### config.mk
export PLATFORM = sky130hd
export DESIGN_NAME = scene_sequencer_flat
export DESIGN_NICKNAME = d
export VERILOG_FILES = /design/src/rtl/scene_sequencer_if.sv /design/src/rtl/scene_sequencer.sv /design/src/flat_wrapper.sv
export SDC_FILE = /design/constraint.sdc
export NUM_CORES = 1
export LEC_CHECK = 0
export ABC_AREA = 1
export CAP_MARGIN = 0
export CORE_UTILIZATION = 32
export DETAILED_ROUTE_END_ITERATION = 8
export PLACE_DENSITY_LB_ADDON = 0.15
export SYNTH_ARGS = -nofsm -noshare
export SYNTH_HDL_FRONTEND = slang
export SYNTH_SLANG_ARGS = --single-unit
### constraint.sdc
create_clock -name clk -period 2.7 [get_ports clk]
set_input_delay 0.27 -clock clk [delete_from_list [all_inputs] [get_ports clk]]
set_output_delay 0.27 -clock clk [all_outputs]
set_load 0.01 [all_outputs]
### src/rtl/scene_sequencer_if.sv
// Scene sequencer bus: VGA scan position, game events, the four per-scene
// pixel sources and the muxed display outputs. The sequencer takes the slave
// side; whatever drives the events and pixel sources takes the master side.
interface scene_sequencer_if;
  logic [9:0]  h_cnt;
  logic [9:0]  v_cnt;
  logic        start_btn;
  logic        win_evt;
  logic        lose_evt;
  logic        sec_tick;
  logic [16:0] title_addr;
  logic [16:0] play_addr;
  logic [16:0] win_addr;
  logic [16:0] lose_addr;
  logic [11:0] title_data;
  logic [11:0] play_data;
  logic [11:0] win_data;
  logic [11:0] lose_data;
  logic [1:0]  scene;
  logic [16:0] pixel_addr;
  logic [11:0] vga_data;
  logic        game_en;
  logic [1:0]  reveal;

  modport master (
    output h_cnt, v_cnt, start_btn, win_evt, lose_evt, sec_tick,
    output title_addr, play_addr, win_addr, lose_addr,
    output title_data, play_data, win_data, lose_data,
    input  scene, pixel_addr, vga_data, game_en, reveal
  );

  modport slave (
    input  h_cnt, v_cnt, start_btn, win_evt, lose_evt, sec_tick,
    input  title_addr, play_addr, win_addr, lose_addr,
    input  title_data, play_data, win_data, lose_data,
    output scene, pixel_addr, vga_data, game_en, reveal
  );
endinterface

### src/rtl/scene_sequencer.sv
// Scene sequencer: steps TITLE -> PLAY -> WIN/LOSE -> TITLE. Requests are
// latched into a single pending slot and only applied at a frame boundary so
// the display never switches scene mid-frame. Also times the WIN/LOSE hold,
// paces the WIN text reveal, and muxes the active scene's pixel source.
module scene_sequencer #(
  parameter int HOLD_SEC      = 10,
  parameter int MIN_SEC       = 2,
  parameter int REVEAL_FRAMES = 30
) (
  input logic              clk,
  input logic              rst,
  scene_sequencer_if.slave bus
);

  typedef enum logic [1:0] {
    TITLE = 2'd0,
    PLAY  = 2'd1,
    WIN   = 2'd2,
    LOSE  = 2'd3
  } scene_t;

  localparam int SEC_W   = (HOLD_SEC > 0) ? $clog2(HOLD_SEC + 1) : 1;
  localparam int FRAME_W = (REVEAL_FRAMES > 2) ? $clog2(REVEAL_FRAMES) : 1;

  localparam logic [SEC_W-1:0]   SEC_HOLD   = SEC_W'(HOLD_SEC);
  localparam logic [SEC_W-1:0]   SEC_MIN    = SEC_W'(MIN_SEC);
  localparam logic [FRAME_W-1:0] FRAME_LAST = FRAME_W'(REVEAL_FRAMES - 1);

  scene_t             scene_q;
  scene_t             pend_scene;
  scene_t             req_scene;
  logic               pend_valid;
  logic               req_valid;
  logic               frame_start;
  logic               in_result;
  logic [SEC_W-1:0]   sec_cnt;
  logic [FRAME_W-1:0] frame_cnt;
  logic [1:0]         reveal_q;
  logic               game_en_q;

  assign frame_start = (bus.h_cnt == 10'd0) && (bus.v_cnt == 10'd0);
  assign in_result   = (scene_q == WIN) || (scene_q == LOSE);

  // Decode the request implied by this cycle's events; nothing new is taken while a request is pending
  always_comb begin
    req_valid = 1'b0;
    req_scene = TITLE;
    if (!pend_valid) begin
      case (scene_q)
        TITLE: begin
          if (bus.start_btn) begin
            req_valid = 1'b1;
            req_scene = PLAY;
          end
        end
        PLAY: begin
          if (bus.win_evt) begin
            req_valid = 1'b1;
            req_scene = WIN;
          end else if (bus.lose_evt) begin
            req_valid = 1'b1;
            req_scene = LOSE;
          end
        end
        default: begin
          if ((sec_cnt == SEC_HOLD) || (bus.start_btn && (sec_cnt >= SEC_MIN))) begin
            req_valid = 1'b1;
            req_scene = TITLE;
          end
        end
      endcase
    end
  end

  // Scene state: apply the pending request at frame start, otherwise latch requests and run the hold/reveal timers
  always_ff @(posedge clk) begin
    if (rst) begin
      scene_q    <= TITLE;
      pend_valid <= 1'b0;
      pend_scene <= TITLE;
      sec_cnt    <= '0;
      frame_cnt  <= '0;
      reveal_q   <= 2'd0;
      game_en_q  <= 1'b0;
    end else if (frame_start && pend_valid) begin
      scene_q    <= pend_scene;
      pend_valid <= 1'b0;
      sec_cnt    <= '0;
      frame_cnt  <= '0;
      reveal_q   <= 2'd0;
      game_en_q  <= (pend_scene == PLAY);
    end else begin
      if (req_valid) begin
        pend_valid <= 1'b1;
        pend_scene <= req_scene;
      end
      if (in_result && bus.sec_tick && (sec_cnt != SEC_HOLD)) begin
        sec_cnt <= sec_cnt + SEC_W'(1);
      end
      if ((scene_q == WIN) && frame_start) begin
        if (frame_cnt == FRAME_LAST) begin
          frame_cnt <= '0;
          if (reveal_q != 2'd3) begin
            reveal_q <= reveal_q + 2'd1;
          end
        end else begin
          frame_cnt <= frame_cnt + FRAME_W'(1);
        end
      end
    end
  end

  // Route the active scene's pixel source to the shared memory address and the VGA output
  always_comb begin
    bus.pixel_addr = bus.title_addr;
    bus.vga_data   = bus.title_data;
    case (scene_q)
      PLAY: begin
        bus.pixel_addr = bus.play_addr;
        bus.vga_data   = bus.play_data;
      end
      WIN: begin
        bus.pixel_addr = bus.win_addr;
        bus.vga_data   = bus.win_data;
      end
      LOSE: begin
        bus.pixel_addr = bus.lose_addr;
        bus.vga_data   = bus.lose_data;
      end
      default: begin
        bus.pixel_addr = bus.title_addr;
        bus.vga_data   = bus.title_data;
      end
    endcase
  end

  assign bus.scene   = scene_q;
  assign bus.reveal  = reveal_q;
  assign bus.game_en = game_en_q;

endmodule
### src/flat_wrapper.sv
// flat-port wrapper written by rule: the top's interface ports become plain ports
module scene_sequencer_flat 
#(
  parameter int HOLD_SEC      = 10,
  parameter int MIN_SEC       = 2,
  parameter int REVEAL_FRAMES = 30
)
  (clk, rst, bus_h_cnt, bus_v_cnt, bus_start_btn, bus_win_evt, bus_lose_evt, bus_sec_tick, bus_title_addr, bus_play_addr, bus_win_addr, bus_lose_addr, bus_title_data, bus_play_data, bus_win_data, bus_lose_data, bus_scene, bus_pixel_addr, bus_vga_data, bus_game_en, bus_reveal);
  scene_sequencer_if bus_i ();
  input logic clk;
  input logic rst;
  input wire logic [$bits(bus_i.h_cnt)-1:0] bus_h_cnt;
  input wire logic [$bits(bus_i.v_cnt)-1:0] bus_v_cnt;
  input wire logic [$bits(bus_i.start_btn)-1:0] bus_start_btn;
  input wire logic [$bits(bus_i.win_evt)-1:0] bus_win_evt;
  input wire logic [$bits(bus_i.lose_evt)-1:0] bus_lose_evt;
  input wire logic [$bits(bus_i.sec_tick)-1:0] bus_sec_tick;
  input wire logic [$bits(bus_i.title_addr)-1:0] bus_title_addr;
  input wire logic [$bits(bus_i.play_addr)-1:0] bus_play_addr;
  input wire logic [$bits(bus_i.win_addr)-1:0] bus_win_addr;
  input wire logic [$bits(bus_i.lose_addr)-1:0] bus_lose_addr;
  input wire logic [$bits(bus_i.title_data)-1:0] bus_title_data;
  input wire logic [$bits(bus_i.play_data)-1:0] bus_play_data;
  input wire logic [$bits(bus_i.win_data)-1:0] bus_win_data;
  input wire logic [$bits(bus_i.lose_data)-1:0] bus_lose_data;
  output wire logic [$bits(bus_i.scene)-1:0] bus_scene;
  output wire logic [$bits(bus_i.pixel_addr)-1:0] bus_pixel_addr;
  output wire logic [$bits(bus_i.vga_data)-1:0] bus_vga_data;
  output wire logic [$bits(bus_i.game_en)-1:0] bus_game_en;
  output wire logic [$bits(bus_i.reveal)-1:0] bus_reveal;
  assign bus_i.h_cnt = bus_h_cnt;
  assign bus_i.v_cnt = bus_v_cnt;
  assign bus_i.start_btn = bus_start_btn;
  assign bus_i.win_evt = bus_win_evt;
  assign bus_i.lose_evt = bus_lose_evt;
  assign bus_i.sec_tick = bus_sec_tick;
  assign bus_i.title_addr = bus_title_addr;
  assign bus_i.play_addr = bus_play_addr;
  assign bus_i.win_addr = bus_win_addr;
  assign bus_i.lose_addr = bus_lose_addr;
  assign bus_i.title_data = bus_title_data;
  assign bus_i.play_data = bus_play_data;
  assign bus_i.win_data = bus_win_data;
  assign bus_i.lose_data = bus_lose_data;
  assign bus_scene = bus_i.scene;
  assign bus_pixel_addr = bus_i.pixel_addr;
  assign bus_vga_data = bus_i.vga_data;
  assign bus_game_en = bus_i.game_en;
  assign bus_reveal = bus_i.reveal;
  scene_sequencer #(.HOLD_SEC(HOLD_SEC), .MIN_SEC(MIN_SEC), .REVEAL_FRAMES(REVEAL_FRAMES)) u_core (.clk(clk), .rst(rst), .bus(bus_i));
endmodule
Yosys cells after proc, flatten, opt, wreduce, memory -nomap -nowiden

Cells that the tools add are included.

Input bits: 142
Logic and storage cells: 48
Register bits after elaboration: 17
Output and inout port bits: 34

Equal/unequal tests: 8
Multiplexer cells: 14
Order comparisons: 1
Bitwise logic cells: 1
Reduce and logical (&&, ||, !) cells: 14
Add/subtract/negate cells: 3

Operators by type and width:

| cell                | number |
|---|---|
| $pmux 17 s3         | 1 |
| $pmux 12 s3         | 1 |
| $logic_not 10->1    | 2 |
| $logic_and 1x1->1   | 6 |
| $mux 1              | 6 |
| $mux 2              | 3 |
| $add 5x1->5 const B | 1 |
| $eq 5x5->1 const B  | 1 |
| $mux 5              | 1 |
| $add 4x1->4 const B | 1 |
| $eq 2x1->1 const B  | 2 |
| $eq 2x2->1 const B  | 2 |
| $eq 4x4->1 const B  | 1 |
| $ge 4x2->1 const B  | 1 |
| $ne 4x4->1 const B  | 1 |
| $pmux 2 s2          | 1 |
| $reduce_and 3->1    | 1 |
| $add 2x1->2 const B | 1 |
| $logic_not 2->1     | 1 |
| $logic_or 1x1->1    | 2 |
| $ne 2x2->1 const B  | 1 |
| $pmux 1 s2          | 1 |
| $reduce_and 2->1    | 1 |
| $reduce_or 2->1     | 1 |
| $not 1->1           | 1 |

Longest topological paths before layout

Depth after elaboration: 7
Gate-level depth with buffers: 10

Least setup slack after synthesis

OpenSTA, ideal clock, no wires.

Kind: register to output
Start: register u_core.scene_q[0] (netlist: u_core.bus.scene[0])
End: output bus_pixel_addr[10]
Setup slack: 1.261 ns
Arrival: 1.169 ns
Required time: 2.430 ns
Path buffers: 2
Stages on the path, launching flop included: 7
Cell sequence: dfxtp_1 -> nand2_1 -> inv_1 -> buf_4 -> buf_2 -> nand2_1 -> nand4_1

Cells in the longest elaborated chain, start to end: 2

Ends and longest elaborated chain:

| item                                            | RTL line               | text |
|---|---|---|
| start: declaration                              | scene_sequencer.sv:29  | `scene_t scene_q;` |
| start signal: assignment                        | scene_sequencer.sv:86  | `scene_q <= pend_scene;` |
| $eq 2x2->1 / $eq 2x1->1 (equally long branches) | scene_sequencer.sv:117 | `case (scene_q)` |
| $pmux 17 s3 *                                   | scene_sequencer.sv:117 |  |
| end: declaration                                | flat_wrapper.sv:27     | `output wire logic [$bits(bus_i.pixel_addr)-1:0] bus_pixel_addr;` |

Every way passes the cells marked *; elsewhere a longest branch is shown, timed or not.

Final worst setup path

Start: register u_core.scene_q[0] (netlist: u_core.bus.scene[0])
End: output bus_vga_data[7]

Cells in the longest elaborated chain, start to end: 2

Ends and longest elaborated chain:

| item                                            | RTL line               | text |
|---|---|---|
| $eq 2x2->1 / $eq 2x1->1 (equally long branches) | scene_sequencer.sv:117 |  |
| $pmux 12 s3 *                                   | scene_sequencer.sv:117 |  |
| end: declaration                                | flat_wrapper.sv:28     | `output wire logic [$bits(bus_i.vga_data)-1:0] bus_vga_data;` |

Marks and branches as above.

==> reports/results.tsv <==
metric	value	unit
outcome	completed	
core-area	5140	um2
via_count	2659	
grt_pass1_wl	10900	um
skew	6.08	ps
cp-end-kind	primary output	
numCtsBuffers	3	
cap_violations	0	
post-route-drc-count	0	
place_congestion	0.793	
yosysWarnings	0	
cp.arrival	2190	ps
num_antenna_cells	0	
grt_pass1_vias	2308	
hpwl	6500	um
slew_headroom	64.8	%
start_util	33.4	%
p_leak	1.39	nW
finalHoldViolCount	0	
via_per_inst	4.85	
fin_setup_tns	0	ps
antenna_found_initial	0	
start_kind	flop	
cts_hold_buf	0	
routed_wl	8030	um
final_cell_mix	175 x clkdlybuf4s50_1, 151 x nand2_1, 32 x nand4_1, 28 x nor2_1, 17 x dfxtp_1	
p_sw_share	22.6	%
final_max_slew_viol_count	0	
post-route-util	69.1	%
final_common_cell	clkdlybuf4s50_1	
yosys_register_bits	17	
switching_power	0.000172	W
critPathRequiredTime	2430	ps
num-nets-final	626	
finalSetupViolCount	0	
clkSinkCount	17	
grt_use_total	25.2	%
grt_max_degree	37	
port_buffers	175	
pin_count	176	
wl_per_cell	14.7	um
crit_type	flop to primary output	
netlist_area	1720	um2
synth-seq-area-share	19.8	%
clk_pin_slew_worst_paths	70	ps
met2_usage	41.2	%
rows	26	
overflow	0	
cts_tree	done	
cts_max_level	1	
cts_setup_buffers	0	
hold_path_class	flop to flop	
pwr-share-comb	40.9	%
ctsResizeCount	0	
met1_usage	29.8	%
firstDrtPassIters	5	
synth_nets	456	
die-area	5670	um2
first_iter_violations	114	
clock.fmax	0.407	GHz
tightestPinTransition	527	ps
area_growth_syn_to_layout	107	%
ys_types	26	
die_y	75.3	um
clockPowerShare	25.7	%
clk-insertion-delay-late	260	ps
ant_nets	0	
use_met3	11.4	%
finalCritPeriodShare	91.0	%
cts_root_buffer	clkbuf_8	
rsz0062_at_grt	false	
synth_cells	309	
power_frac_seq	33.4	%
top_usage_layer	met2	
clk_path_buf_depth	2	
critPathMaxFanout	20	
period_needed	2460	ps
syn_area_per_cell	5.56	um2
p_int	0.000592	W
drive_gt1_share	4.39	%
die_w	75.3	um
ir_worst_vdd	0.398	mV
power.density	215	nW/um2
-- cells by family after synthesis --
family          share of synthesized area [%]
compound gates                           4.37
xor+xnor                                 1.53
fa+ha+maj                                3.64
buf+inv                                  8.22
flops                                    19.8
simple gates                             62.4
-- sequential cells by signal (all words and copies together), names as in the netlist --
signal              cells
u_core.bus.reveal       2
u_core.frame_cnt        5
u_core.pend_valid       1
u_core.bus.game_en      1
u_core.pend_scene       2
u_core.sec_cnt          4
u_core.bus.scene        2
-- path summary, 6_finish.rpt --
check                           start              endpoint  slack [ps]  cells past startpoint
hold / removal     u_core.bus.game_en    u_core.bus.game_en         460                      2
setup / recovery  u_core.bus.scene[0]       bus_vga_data[7]         240                      6
hold reg to reg    u_core.bus.game_en    u_core.bus.game_en         460                      2
setup reg to reg  u_core.bus.scene[1]  u_core.bus.reveal[0]        1020                      6
-- layout make-up --
class / instances / area [um2]
Timing Repair Buffer: 178 / 1770
Clock buffer: 4 / 45.0
Tap cell: 70 / 87.6
Multi-Input combinational cell: 262 / 1240
Fill cell: 462 / 1590
Sequential cell: 17 / 340
Inverter: 17 / 63.8
-- through the flow --
stage	instance area, um2	power, W	hold WS (ps)	std cells	worst slack (ps)
global placement	3510	0.000570	446	544	548
global route	3550	0.000799	475	548	82.9
CTS	3550	0.000767	460	548	229
finish	3550	0.000765	456	548	243
detailed placement	3510	0.000572	443	544	518
floorplan	1720	0.000315	339	309	1260
-- cells in the mapped netlist, drive strengths merged --
cell,count,share of area (%)
a21oi,11,3.2
and2,1,0.36
buf,12,4.3
clkbuf,1,0.22
dfxtp,17,20
ha,5,3.6
inv,17,3.7
nand2,154,34
nand3,13,3.8
nand3b,1,0.44
nand4,33,13
nor2,34,9.8
o21ai,4,1.2
or2,3,1.1
xnor2,2,1.0
xor2,1,0.51
-- per-layer routing --
| metal | share of wire (%) | vias up |
|---|---|---|
| met4 | 3.3 | 0 |
| met3 | 13 | 20 |
| met2 | 45 | 132 |
| met5 | 0 | - |
| li1 | - | 1341 |
| met1 | 39 | 1166 |
-- worst max-delay path, stage by stage (launching register included) --
cell             delay (ps)
dfxtp_1                 520
nand2_1                  90
inv_1                   240
buf_4                   310
nand2_1                  70
nand4_1                 110
clkdlybuf4s50_1         580
-- power groups by stage --
| stage | Sequential [W] | Combinational (W) | Clock [W] |
|---|---|---|---|
| after floorplan | 0.000261 | 0.0000540 | 0 |
| after global placement | 0.000261 | 0.000309 | 0 |
| after detailed placement | 0.000261 | 0.000311 | 0 |
| after CTS | 0.000255 | 0.000313 | 0.000199 |
| after global routing | 0.000255 | 0.000335 | 0.000209 |
| final | 0.000255 | 0.000313 | 0.000197 |
(Power assumes the default switching activity.)
